[src/rtl/font_rom.sv]
// 8x16 digit-only glyph ROM for the score/HUD renderer.
// addr = {char[6:0], row[3:0]}; data bit 7 is the leftmost pixel.
module font_rom #(
  parameter bit REGISTERED = 1'b0
) (
  input  logic        Clk,
  input  logic        Reset,
  input  logic [10:0] addr,
  output logic [7:0]  data
);

  localparam int unsigned NDIG  = 10;
  localparam int unsigned NROWS = 10;

  // Rows 2..11 of each digit, digit-major.
  localparam logic [7:0] GLYPH [NDIG*NROWS] = '{
    8'h7C, 8'hC6, 8'hC6, 8'hCE, 8'hDE,
    8'hF6, 8'hE6, 8'hC6, 8'hC6, 8'h7C,
    8'h18, 8'h38, 8'h78, 8'h18, 8'h18,
    8'h18, 8'h18, 8'h18, 8'h18, 8'h7E,
    8'h7C, 8'hC6, 8'h06, 8'h0C, 8'h18,
    8'h30, 8'h60, 8'hC0, 8'hC6, 8'hFE,
    8'h7C, 8'hC6, 8'h06, 8'h06, 8'h3C,
    8'h06, 8'h06, 8'h06, 8'hC6, 8'h7C,
    8'h0C, 8'h1C, 8'h3C, 8'h6C, 8'hCC,
    8'hFE, 8'h0C, 8'h0C, 8'h0C, 8'h1E,
    8'hFE, 8'hC0, 8'hC0, 8'hC0, 8'hFC,
    8'h06, 8'h06, 8'h06, 8'hC6, 8'h7C,
    8'h38, 8'h60, 8'hC0, 8'hC0, 8'hFC,
    8'hC6, 8'hC6, 8'hC6, 8'hC6, 8'h7C,
    8'hFE, 8'hC6, 8'h06, 8'h06, 8'h0C,
    8'h18, 8'h30, 8'h30, 8'h30, 8'h30,
    8'h7C, 8'hC6, 8'hC6, 8'hC6, 8'h7C,
    8'hC6, 8'hC6, 8'hC6, 8'hC6, 8'h7C,
    8'h7C, 8'hC6, 8'hC6, 8'hC6, 8'h7E,
    8'h06, 8'h06, 8'h06, 8'h0C, 8'h78
  };

  logic [6:0] chr;
  logic [3:0] row;
  logic       is_digit;
  logic       in_body;
  logic [6:0] idx;
  logic [7:0] rom_q;

  assign chr = addr[10:4];
  assign row = addr[3:0];

  // Only '0'..'9' in rows 2..11 hold pixels; everything else is blank.
  assign is_digit = (chr[6:4] == 3'b011) && (chr[3:0] <= 4'd9);
  assign in_body  = (row >= 4'd2) && (row <= 4'd11);

  // Flat table index: digit*10 + (row-2).
  always_comb begin
    idx = ({3'b000, chr[3:0]} * 7'd10)
        + {3'b000, row} - 7'd2;
  end

  // Glyph lookup with blank default for the undecoded region.
  always_comb begin
    rom_q = 8'h00;
    if (is_digit && in_body) begin
      rom_q = GLYPH[idx];
    end
  end

  if (REGISTERED) begin : g_reg
    logic [7:0] data_q;

    // Output register; reset wins over the lookup.
    always_ff @(posedge Clk) begin
      if (Reset) begin
        data_q <= 8'h00;
      end else begin
        data_q <= rom_q;
      end
    end

    assign data = data_q;
  end else begin : g_comb
    logic unused_clk_rst;
    assign unused_clk_rst = ^{Clk, Reset};
    assign data = rom_q;
  end

endmodule

[config.mk]
export PLATFORM = sky130hd
export DESIGN_NAME = font_rom
export DESIGN_NICKNAME = d
export VERILOG_FILES = /design/src/rtl/font_rom.sv
export SDC_FILE = /design/constraint.sdc
export NUM_CORES = 1
export LEC_CHECK = 0
export BUFFER_PORTS_ARGS = -buffer_cell sky130_fd_sc_hd__buf_2
export CAP_MARGIN = 20
export CORE_MARGIN = 3
export CORE_UTILIZATION = 56
export DETAILED_ROUTE_END_ITERATION = 8
export PLACE_DENSITY = 0.88
export SLEW_MARGIN = 20
export SYNTH_ARGS = -nofsm -noshare
export SYNTH_HDL_FRONTEND = slang
export SYNTH_SLANG_ARGS = --single-unit
[constraint.sdc]
create_clock -name vclk -period 3.2
set_input_delay 0.48 -clock vclk [all_inputs]
set_output_delay 0.48 -clock vclk [all_outputs]
set_load 0.03 [all_outputs]
==> results of run 1 <==
[cells by family after synthesis]
family                   Yosys count
AO/OA/AOI/OAI                     78
adder cells (fa/ha/maj)           18
XOR/XNOR                           9
AND/OR/NAND/NOR                   73
multiplexers                       6
buffers and inverters             37
other                              1
[Yosys cell counts, types with 2 or more instances]
| library cell | instances |
|---|---|
| a22oi_1 | 2 |
| a31oi_1 | 2 |
| buf_1 | 2 |
| ha_1 | 16 |
| clkbuf_1 | 9 |
| o211ai_1 | 6 |
| a221oi_1 | 3 |
| fa_1 | 2 |
| nand2b_1 | 7 |
| nand2_1 | 19 |
| buf_2 | 2 |
| buf_4 | 2 |
| nor2_1 | 16 |
| and2_1 | 2 |
| o311ai_1 | 2 |
| a211oi_2 | 2 |
| o22ai_1 | 2 |
| a211oi_1 | 4 |
| a311oi_1 | 3 |
| nor3_1 | 5 |
| o31ai_1 | 2 |
| o2111ai_1 | 2 |
| a21oi_1 | 21 |
| mux2i_1 | 5 |
| xor2_1 | 3 |
| nand3_1 | 10 |
| xnor2_1 | 3 |
| o21ai_0 | 14 |
| o21a_1 | 3 |
| nor2b_1 | 6 |
| inv_1 | 21 |
[metrics by stage]
| step | cells | setup TNS (ns) | hold WS [ns] | cell area, um^2 |
|---|---|---|---|---|
| detailed placement | 304 | -2.68 | 1.66 | 2070 |
| CTS | 312 | -1.66 | 1.65 | 2330 |
| floorplan | 222 | -0.139 | 1.26 | 1640 |
| global placement | 304 | -2.01 | 1.61 | 2070 |
[timing repair]
action,CTS
gates resized for setup,50
buffers inserted,8
pin swaps,20
hold buffers,0
endpoints found under the setup margin,7
==> summary.md, run 1 <==
| Metric | Value |
|---|---|
| Post-synthesis sequential area ratio | `0%` |
| I/O pin total | `21` |
| Synthesized area | `0.00149 mm^2` |
| Simple-Gate Fraction of Synth Area | `24.2%` |
| Worst_ep grt | `data[1]` |
| Initial core utilization | `59.5%` |
| First Err | `[ERROR DPL-0038] Utilization greater than 100%, impossible to legalize` |
| Syn nets | `253` |
| Compound-gate portion of the synthesized area | `37.0%` |
| GPL Wtd Cong | `1.03` |
| Mux share of post-synthesis cell area | `4.12%` |
| DPL Wire Length | `4220 um` |
| Largest family of logic cells by synthesized area | `compound AO/OA/AOI/OAI gates` |
| Synth Area per Inst | `6.70 um^2` |
| Area share of the largest cell type after synthesis | `13.5%` |
| Outcome | `aborted with a tool error` |
| Port bufs | `18` |
| Synth Area in Adders | `16.2%` |
| Die Ht | `57.5 um` |
| Die Wd | `57.5 um` |
| Cells after synthesis | `222` |
| Main area contributors after synthesis | `ha_1, a21oi_1, inv_1` |
| Place WS | `-0.490 ns` |
| Synth area leader | `ha_1` |
| Largest net degree at the start of global routing | `18` |
| Post-Synth XOR/XNOR Area | `7.74%` |
| Yosys warns | `0` |
| Library cells used by synthesis | `55` |
| Failed at | `5_1_grt` |
| Num rows | `18` |
| Worst endpoint type | `top-level output` |
==> run 2, diff against run 1 <==
--- a/config.mk
+++ b/config.mk
@@ -8,9 +8,9 @@
 export BUFFER_PORTS_ARGS = -buffer_cell sky130_fd_sc_hd__buf_2
 export CAP_MARGIN = 20
 export CORE_MARGIN = 3
-export CORE_UTILIZATION = 56
+export CORE_UTILIZATION = 40
 export DETAILED_ROUTE_END_ITERATION = 8
-export PLACE_DENSITY = 0.88
+export PLACE_DENSITY_LB_ADDON = 0.15
 export SLEW_MARGIN = 20
 export SYNTH_ARGS = -nofsm -noshare
 export SYNTH_HDL_FRONTEND = slang
==> constraint.sdc (replaced) <==
create_clock -name vclk -period 4.15
set_input_delay 0.6225 -clock vclk [all_inputs]
set_output_delay 0.6225 -clock vclk [all_outputs]
set_load 0.03 [all_outputs]
==> summary.md, run 2 <==
| Metric | Value |
|---|---|
| Crit path depth | `12` |
| Layout area overhead | `19.6%` |
| Post-Route Setup TNS | `0 ns` |
| Initial antenna violation count | `0` |
| Static Leak | `0.789 nW` |
| Initial core utilization | `42.9% (-17 points)` |
| Die area | `0.00448 mm^2` |
| Synthesized area | `0.00149 mm^2 (unchanged)` |
| Synth Area per Inst | `6.70 um^2 (unchanged)` |
| Post-synthesis sequential area ratio | `0% (unchanged)` |
| Maximum vdd drop | `0.000161 V` |
| Die Wd | `67.0 um (+16%)` |
| CP Launch Type | `input port` |
| Synth area leader | `ha_1` |
| Final Setup Violations | `0` |
| Total chip power | `0.757 mW` |
| Setup crit end | `data[7]` |
| Area share of the largest cell type after synthesis | `13.5% (unchanged)` |
| Layout cells sized above 1 | `22.0%` |
| Maxcap violations | `0` |
| Crit-path max FO | `5` |
| Pint | `0.312 mW` |
| Largest net degree at the start of global routing | `29` |
| Max Slew Vio Count | `0` |
| Num rows | `21 (+3)` |
| Vias | `1,689` |
| Yosys warns | `0 (unchanged)` |
| Num sequential | `0` |
| Non-Filler Instances | `291` |
| I/O pin total | `21 (unchanged)` |
| Final net count | `278` |
| CP max-delay cell | `fa_2` |
| Library cells used by synthesis | `55 (unchanged)` |
| Synth cell count leaders | `a21oi_1, inv_1, nand2_1` |
| Final period util | `95.9%` |
| Setup WS post-layout | `0.170 ns` |
| Sw Share | `58.7%` |
| Rel. slew slack | `66.9%` |
| Total iterations of the first detailed-routing run | `5` |
| Gate power share | `100.0%` |
| Sequential cell area | `0 um^2` |
| First-pass GRT wire length | `7270 um` |
| Crit-path cells | `buf_2, ha_1, inv_1, ha_1, fa_2, clkinvlp_4, mux2i_1, nor2_1, a311oi_1, nand3_1, a31oi_2, buf_2` |
| Slew @ Worst Pin | `0.491 ns` |
| Core area | `0.00347 mm^2` |
| Placed cell count | `285 (-6.3%)` |
| Cells after synthesis | `222 (unchanged)` |
| CP peak stage delay | `0.69 ns` |
| Drc violations | `0` |
| Critical path's top delay family | `adder cells` |
| Routed Wire Length | `4290 um` |
| Maximum clock frequency | `251 MHz` |
| Clock buffers | `0` |
| Minimum clock period | `3.98 ns` |
| Filler Cells Inserted | `363` |
| Die Ht | `67.0 um (+16%)` |
| Worst setup EP type | `primary output` |
| Critical Path Start | `addr[4]` |
| Place WS | `0.0886 ns (+0.579 ns)` |
| WS Path Type | `input port to primary output` |
| Worst EP arrival | `3.36 ns` |
| Antenna diode count | `0` |
| Port bufs | `18 (unchanged)` |
| Switch Pwr | `0.445 mW` |
| Leading cell type in the layout, fill and taps excluded | `a21oi_1` |
| Hold Path Class | `input port to primary output` |
| DR iter-0 viols | `245` |
| Clock group share of total power | `0%` |
| Syn nets | `253 (unchanged)` |
| Via/cell ratio | `5.80` |
| GRT Util Overall | `20.2%` |
| Req. time, crit path | `3.53 ns` |
| Commonest non-fill, non-tap cells in the layout | `a21oi_1, inv_1, nand2_1, buf_2, buf_4` |
| Flop pwr share | `0%` |
| Outcome | `finished clean` |
| PwrDens | `426 mW/mm^2` |
| Wire length per cell | `14.7 um` |
| ANT nets after route | `0` |
| Final Hold Fails | `0` |
| Vias in the first global route | `1,490` |
| Congestion Overflow GR | `0` |
| GPL Wtd Cong | `0.958 (-6.6%)` |
| DPL Wire Length | `3250 um (-23%)` |
| CTS Hold Bufs | `0 (unchanged)` |
| Worst Path Buf+Inv | `4` |
| Main area contributors after synthesis | `ha_1, a21oi_1, inv_1` |
[run 2: kinds of logic (layout without fill, tap and decap cells)]
logic type	count (synthesis)	after routing	share of synthesized area [%]
other	1	1	0.252
adder cells (fa/ha/maj)	18	18	16.2
XOR/XNOR	9	10	7.74
multiplexers	6	6	4.12
buffers and inverters	37	59	10.5
AND/OR/NAND/NOR	73	73	24.2
AO/OA/AOI/OAI	78	78	37.0
[run 2: tightest hold or removal path: cells and delay by family]
| kind | cells | cell delay, ns |
|---|---|---|
| buffers and inverters | 3 | 0.42 |
| AO/OA/AOI/OAI | 2 | 0.17 |
[run 2: power groups by stage]
stage / logic (mW) / registers (mW) / clock network (mW)
finish: 0.757 / 0 / 0
global route: 0.833 / 0 / 0
detailed placement: 0.700 / 0 / 0
global placement: 0.707 / 0 / 0
floorplan: 0.527 / 0 / 0
CTS: 0.701 / 0 / 0
[run 2: timing repair]
item                       CTS  global route
buffers inserted             0             4
setup endpoints to repair    0             6
hold endpoints to repair     0             0
resized for setup            0             7
[run 2: layout make-up]
type,instances,area (um^2),area share [%]
inverter,21,82.6,4.64
multi-input combinational,186,1390,78.0
tap,46,57.6,3.24
timing repair buffer,37,245,13.8
timing repair inverter,1,5.00,0.281
[run 2: routing by layer]
layer / global-route usage (%) / wire, um / vias up
li1: - / - / 854
met1: 31.5 / 2070 / 762
met2: 31.2 / 1870 / 67
met3: 0.675 / 316 / 6
met4: 2.28 / 34 / 0
met5: 0 / 0 / -
[run 2: through the flow]
stage	instance area [um^2]	utilization [%]	hold slack, ns
finish	1780	51.3	1.85
detailed placement	1690	48.7	1.84
global placement	1690	48.7	1.82
CTS	1690	48.7	1.84
global route	1780	51.3	1.88
floorplan	1490	-	1.53
[run 2: how the worst min path moves through the flow]
| stage | slack, ns | start | end | cells after the start |
|---|---|---|---|---|
| after floorplan | 1.53 | addr[3] | data[2] | 3 |
| after detailed placement | 1.84 | addr[3] | data[3] | 5 |
| final | 1.85 | addr[2] | data[3] | 5 |
| after global routing | 1.88 | addr[2] | data[3] | 5 |
| after CTS | 1.84 | addr[3] | data[3] | 5 |
| after global placement | 1.82 | addr[3] | data[3] | 5 |
Power figures use the tool's default switching activity.
==> run 3, diff against run 2 <==
--- a/config.mk
+++ b/config.mk
@@ -10,8 +10,8 @@
 export CORE_MARGIN = 3
 export CORE_UTILIZATION = 40
 export DETAILED_ROUTE_END_ITERATION = 8
-export PLACE_DENSITY_LB_ADDON = 0.15
 export SLEW_MARGIN = 20
 export SYNTH_ARGS = -nofsm -noshare
 export SYNTH_HDL_FRONTEND = slang
 export SYNTH_SLANG_ARGS = --single-unit
+export TNS_END_PERCENT = 30
==> summary.md, run 3 (synthesized netlist as in run 2, its figures left out) <==
| Metric | Value |
|---|---|
| Outcome | `finished clean` |
| Vias in the first global route | `1,485 (-0.34%)` |
| Hold Path End | `data[3]` |
| ANT nets after route | `0 (unchanged)` |
| PwrDens | `416 mW/mm^2 (-2.2%)` |
| Initial antenna violation count | `0 (unchanged)` |
| Non-Filler Instances | `286 (-1.7%)` |
| GRT Util Overall | `19.4% (-0.86 points)` |
| Core area | `0.00347 mm^2 (unchanged)` |
| Maxcap violations | `0 (unchanged)` |
| Initial core utilization | `42.9% (unchanged)` |
| WHS Path Cells | `5 (unchanged)` |
| Req. time, crit path | `3.53 ns (about the same)` |
| CP Launch Type | `input port` |
| Wire length per cell | `14.6 um (-1.2%)` |
| Sequential cell area | `0 um^2 (unchanged)` |
| Hold Startpoint | `addr[3]` |
| DPL Wire Length | `3230 um (-0.68%)` |
| Final Hold Fails | `0 (unchanged)` |
| Die area | `0.00448 mm^2 (unchanged)` |
| Hold Path Class | `input port to primary output` |
| Congestion Overflow GR | `0 (unchanged)` |
| Layout cells sized above 1 | `20.0% (-2.0 points)` |
| Filler Cells Inserted | `375 (+3.3%)` |
| Worst setup EP type | `primary output` |
| Maximum vdd drop | `0.000142 V (-12%)` |
| Routed Wire Length | `4170 um (-2.9%)` |
| Area of the multi-input gates | `0.00135 mm^2 (-2.4%)` |
| Crit-path max FO | `13 (+8)` |
| Final period util | `97.0% (+1.1 points)` |
| Final Setup Violations | `0 (unchanged)` |
| Max Slew Vio Count | `0 (unchanged)` |
| Largest net degree at the start of global routing | `27 (-6.9%)` |
| Total iterations of the first detailed-routing run | `5 (unchanged)` |
| GPL Wtd Cong | `0.892 (-7.0%)` |
| Num rows | `21 (unchanged)` |
| Num sequential | `0 (unchanged)` |
| Minimum clock period | `4.02 ns (+0.0436 ns)` |
| Vias | `1,650 (-2.3%)` |
| Antenna diode count | `0 (unchanged)` |
| Clock buffers | `0 (unchanged)` |
| Die Wd | `67.0 um (unchanged)` |
| Die Ht | `67.0 um (unchanged)` |
| Worst EP arrival | `3.40 ns (+0.04 ns)` |
| Drc violations | `0 (unchanged)` |
| Placed cell count | `284 (-0.35%)` |
| Leading cell type in the layout, fill and taps excluded | `a21oi_1` |
| Static Leak | `0.763 nW (-3.3%)` |
| Commonest non-fill, non-tap cells in the layout | `a21oi_1, inv_1, nand2_1, buf_2, nor2_1` |
| I/O pin total | `21 (unchanged)` |
| DR iter-0 viols | `127 (-48%)` |
| First-pass GRT wire length | `7040 um (-3.2%)` |
| Layout area overhead | `15.2%` |
| Final net count | `273 (-1.8%)` |
| WS Path Type | `input port to primary output` |
| Maximum clock frequency | `249 MHz (-1.1%)` |
| CTS Hold Bufs | `0 (unchanged)` |
| Final hold slack | `1.83 ns (-0.0128 ns)` |
| Via/cell ratio | `5.77 (-0.60%)` |
| Port bufs | `18 (unchanged)` |
## run 3: cell types whose count changed in the layout (fill, tap and decap cells not counted), sizes merged
cell	previous run	this run
buf	37	34
clkinvlp	2	0
inv	20	21
xnor3	3	2
## run 3: cell type report
type | count | share of cell area [%]
Multi-Input combinational cell | 185 | 79.0
Timing Repair Buffer | 34 | 13.0
Tap cell | 46 | 3.36
Inverter | 21 | 4.60
## run 3: layer usage
layer	global-route usage [%]	up-vias	part of all wire, %
met5	0	-	0
met4	0.253	0	0.048
met3	0.169	2	5.4
met2	32.4	50	46
met1	29.1	760	49
li1	-	838	-
## run 3: worst max-delay path, stage by stage
cell	delay, ns
buf_2	0.12
ha_2	0.39
nand2_1	0.09
fa_1	0.57
xnor3_2	0.36
buf_4	0.18
xor2_2	0.17
buf_4	0.20
o2111ai_1	0.20
nor3_1	0.09
a211oi_2	0.18
buf_2	0.22
## run 3: power by group
group	internal [mW]	switching, mW
clock	0	0
combinational	0.286	0.427
sequential	0	0
total	0.286	0.427
## run 3: worst max-delay path by stage
stage                 start       to  slack (ns)
detailed placement  addr[5]  data[1]        0.13
CTS                 addr[5]  data[1]        0.12
finish              addr[7]  data[2]        0.13
global route        addr[7]  data[1]      -0.002
floorplan           addr[4]  data[4]        0.09
global placement    addr[7]  data[1]        0.14
## run 3: what timing repair did
item                       CTS  global route
setup endpoints to repair    0             3
setup buffers                0             2
resized for setup            0             5
## run 3: stage by stage
step | util, % | power (mW) | instance area, um^2 | setup WS (ns) | TNS, ns
floorplan | - | 0.527 | 1490 | 0.0894 | 0
global placement | 48.4 | 0.690 | 1680 | 0.138 | 0
detailed placement | 48.4 | 0.687 | 1680 | 0.126 | 0
CTS | 48.4 | 0.689 | 1680 | 0.119 | 0
global route | 49.4 | 0.787 | 1710 | -0.00174 | -0.00174
finish | 49.4 | 0.713 | 1710 | 0.126 | 0
==> run 4, diff against run 3 <==
--- a/config.mk
+++ b/config.mk
@@ -7,9 +7,9 @@
 export LEC_CHECK = 0
 export BUFFER_PORTS_ARGS = -buffer_cell sky130_fd_sc_hd__buf_2
 export CAP_MARGIN = 20
-export CORE_MARGIN = 3
-export CORE_UTILIZATION = 40
+export CORE_AREA = 3 3 64 66
 export DETAILED_ROUTE_END_ITERATION = 8
+export DIE_AREA = 0 0 67 69
 export SLEW_MARGIN = 20
 export SYNTH_ARGS = -nofsm -noshare
 export SYNTH_HDL_FRONTEND = slang
==> summary.md, run 4 (synthesized netlist as in run 2, its figures left out) <==
| Metric | Value |
|---|---|
| Crit-path max FO | `9 (-4)` |
| Met3 Wirelength | `216 um (-3.6%)` |
| Metal2 WL | `1870 um (-2.1%)` |
| Congestion Overflow GR | `0 (unchanged)` |
| Sequential cell area | `0 um^2 (unchanged)` |
| PwrDens | `419 mW/mm^2 (+0.62%)` |
| WS Path Type | `input port to primary output` |
| Routed length on met1 | `1930 um (-5.0%)` |
| Static Leak | `0.762 nW (about the same)` |
| First-pass GRT wire length | `7040 um (unchanged)` |
| Post-DP Area | `0.00170 mm^2 (+1.0%)` |
| Final net count | `273 (unchanged)` |
| Port bufs | `18 (unchanged)` |
| Die Wd | `67 um (about the same)` |
| Commonest non-fill, non-tap cells in the layout | `inv_1, a21oi_1, nand2_1, buf_2` |
| Total chip power | `0.711 mW (-0.26%)` |
| Post-Route Setup TNS | `0 ns (unchanged)` |
| Max Slew Vio Count | `0 (unchanged)` |
| Maxcap violations | `0 (unchanged)` |
| Gate power share | `100.0% (about the same)` |
| Via/cell ratio | `5.79 (+0.39%)` |
| Worst Path Buf+Inv | `2 (-2)` |
| Minimum clock period | `4.00 ns (-0.0222 ns)` |
| Final hold slack | `1.84 ns (+0.00997 ns)` |
| Outcome | `finished clean` |
| CP max-delay cell | `fa_1` |
| Crit-path cells | `buf_2, ha_1, nand2_1, fa_1, xnor3_2, o31a_1, o221ai_1, a22oi_1, a311oi_1, o311a_1, buf_2` |
| Area of the multi-input gates | `0.00134 mm^2 (-1.3%)` |
| Worst setup EP type | `primary output` |
| Setup WS post-layout | `0.149 ns (+0.0222 ns)` |
| Clock group share of total power | `0% (unchanged)` |
| Final period util | `96.4% (-0.53 points)` |
| Critical path's top delay family | `compound AO/OA/AOI/OAI gates` |
| Initial core utilization | `40.9% (-1.9 points)` |
| GPL Wtd Cong | `0.913 (+2.4%)` |
| Vias in the first global route | `1,526 (+2.8%)` |
| Core area | `0.00363 mm^2 (+4.8%)` |
| Final Setup Violations | `0 (unchanged)` |
| Antenna diode count | `0 (unchanged)` |
| Placed cell count | `288 (+1.4%)` |
| Maximum clock frequency | `250 MHz (+0.55%)` |
| Layout cells sized above 1 | `18.3% (-1.7 points)` |
| Cell mode on critical path | `buf_2` |
| Final Hold Fails | `0 (unchanged)` |
| Num sequential | `0 (unchanged)` |
| Place WS | `0.125 ns (-0.000255 ns)` |
| Num rows | `22 (+4.8%)` |
| I/O pin total | `21 (unchanged)` |
| Worst EP arrival | `3.38 ns (-0.02 ns)` |
| Die area | `0.00462 mm^2 (+3.1%)` |
| Hold Path Class | `input port to primary output` |
| ANT nets after route | `0 (unchanged)` |
| Switch Pwr | `0.423 mW (-0.83%)` |
| Vias | `1,668 (+1.1%)` |
| GRT Util Overall | `18.2% (-1.2 points)` |
| Total iterations of the first detailed-routing run | `4 (-1)` |
| Layout area overhead | `14.2%` |
| DR iter-0 viols | `184 (+45%)` |
| CP peak stage delay | `0.58 ns (about the same)` |
| DPL Wire Length | `3190 um (-1.4%)` |
| Drc violations | `0 (unchanged)` |
| Wire length per cell | `14.2 um (-2.8%)` |
| Die Ht | `69 um (+3.0%)` |
| Filler Cells Inserted | `388 (+3.5%)` |
| Maximum vdd drop | `0.000145 V (+2.3%)` |
| Post-CTS Repair Setup Buffers | `0 (unchanged)` |
| Flop pwr share | `0% (unchanged)` |
| Clock buffers | `0 (unchanged)` |
| Routed Wire Length | `4080 um (-2.1%)` |
| Highest routed layer | `met4` |
| Req. time, crit path | `3.53 ns (about the same)` |
| CP Launch Type | `input port` |
| Fin util | `46.7% (-2.7 points)` |
| RSZ-0062 raised after global routing | `true` |
| Non-Filler Instances | `288 (+0.70%)` |
| Post-route cell area | `0.00170 mm^2 (-0.88%)` |
| Largest net degree at the start of global routing | `37 (+37%)` |
| Pint | `0.288 mW (+0.57%)` |
| Initial antenna violation count | `0 (unchanged)` |
| Sw Share | `59.5% (-0.34 points)` |
run 4: per-layer routing:
metal	global-route usage (%)	vias up
met1	27.2	756
met2	27.9	60
met3	1.47	9
li1	-	843
met5	0	-
met4	3.83	0
run 4: worst paths after layout:
| check | from | endpoint | slack [ns] | depth (start not counted) |
|---|---|---|---|---|
| worst max-delay path | addr[7] | data[1] | 0.15 | 11 |
| worst min-delay path | addr[2] | data[3] | 1.84 | 5 |
run 4: area by class of cell:
class	count	area share (%)
inverter	21	4.64
tap	48	3.54
timing repair buffer	34	13.1
multi-input combinational	185	78.7
run 4: what timing repair did:
item	CTS	global route
setup endpoints to repair	0	2
hold buffers	0	0
gates resized for setup	0	0
run 4: power groups by stage:
stage	Sequential [mW]	Combinational, mW	Clock [mW]
global route	0	0.788	0
floorplan	0	0.527	0
global placement	0	0.705	0
detailed placement	0	0.701	0
finish	0	0.711	0
CTS	0	0.703	0
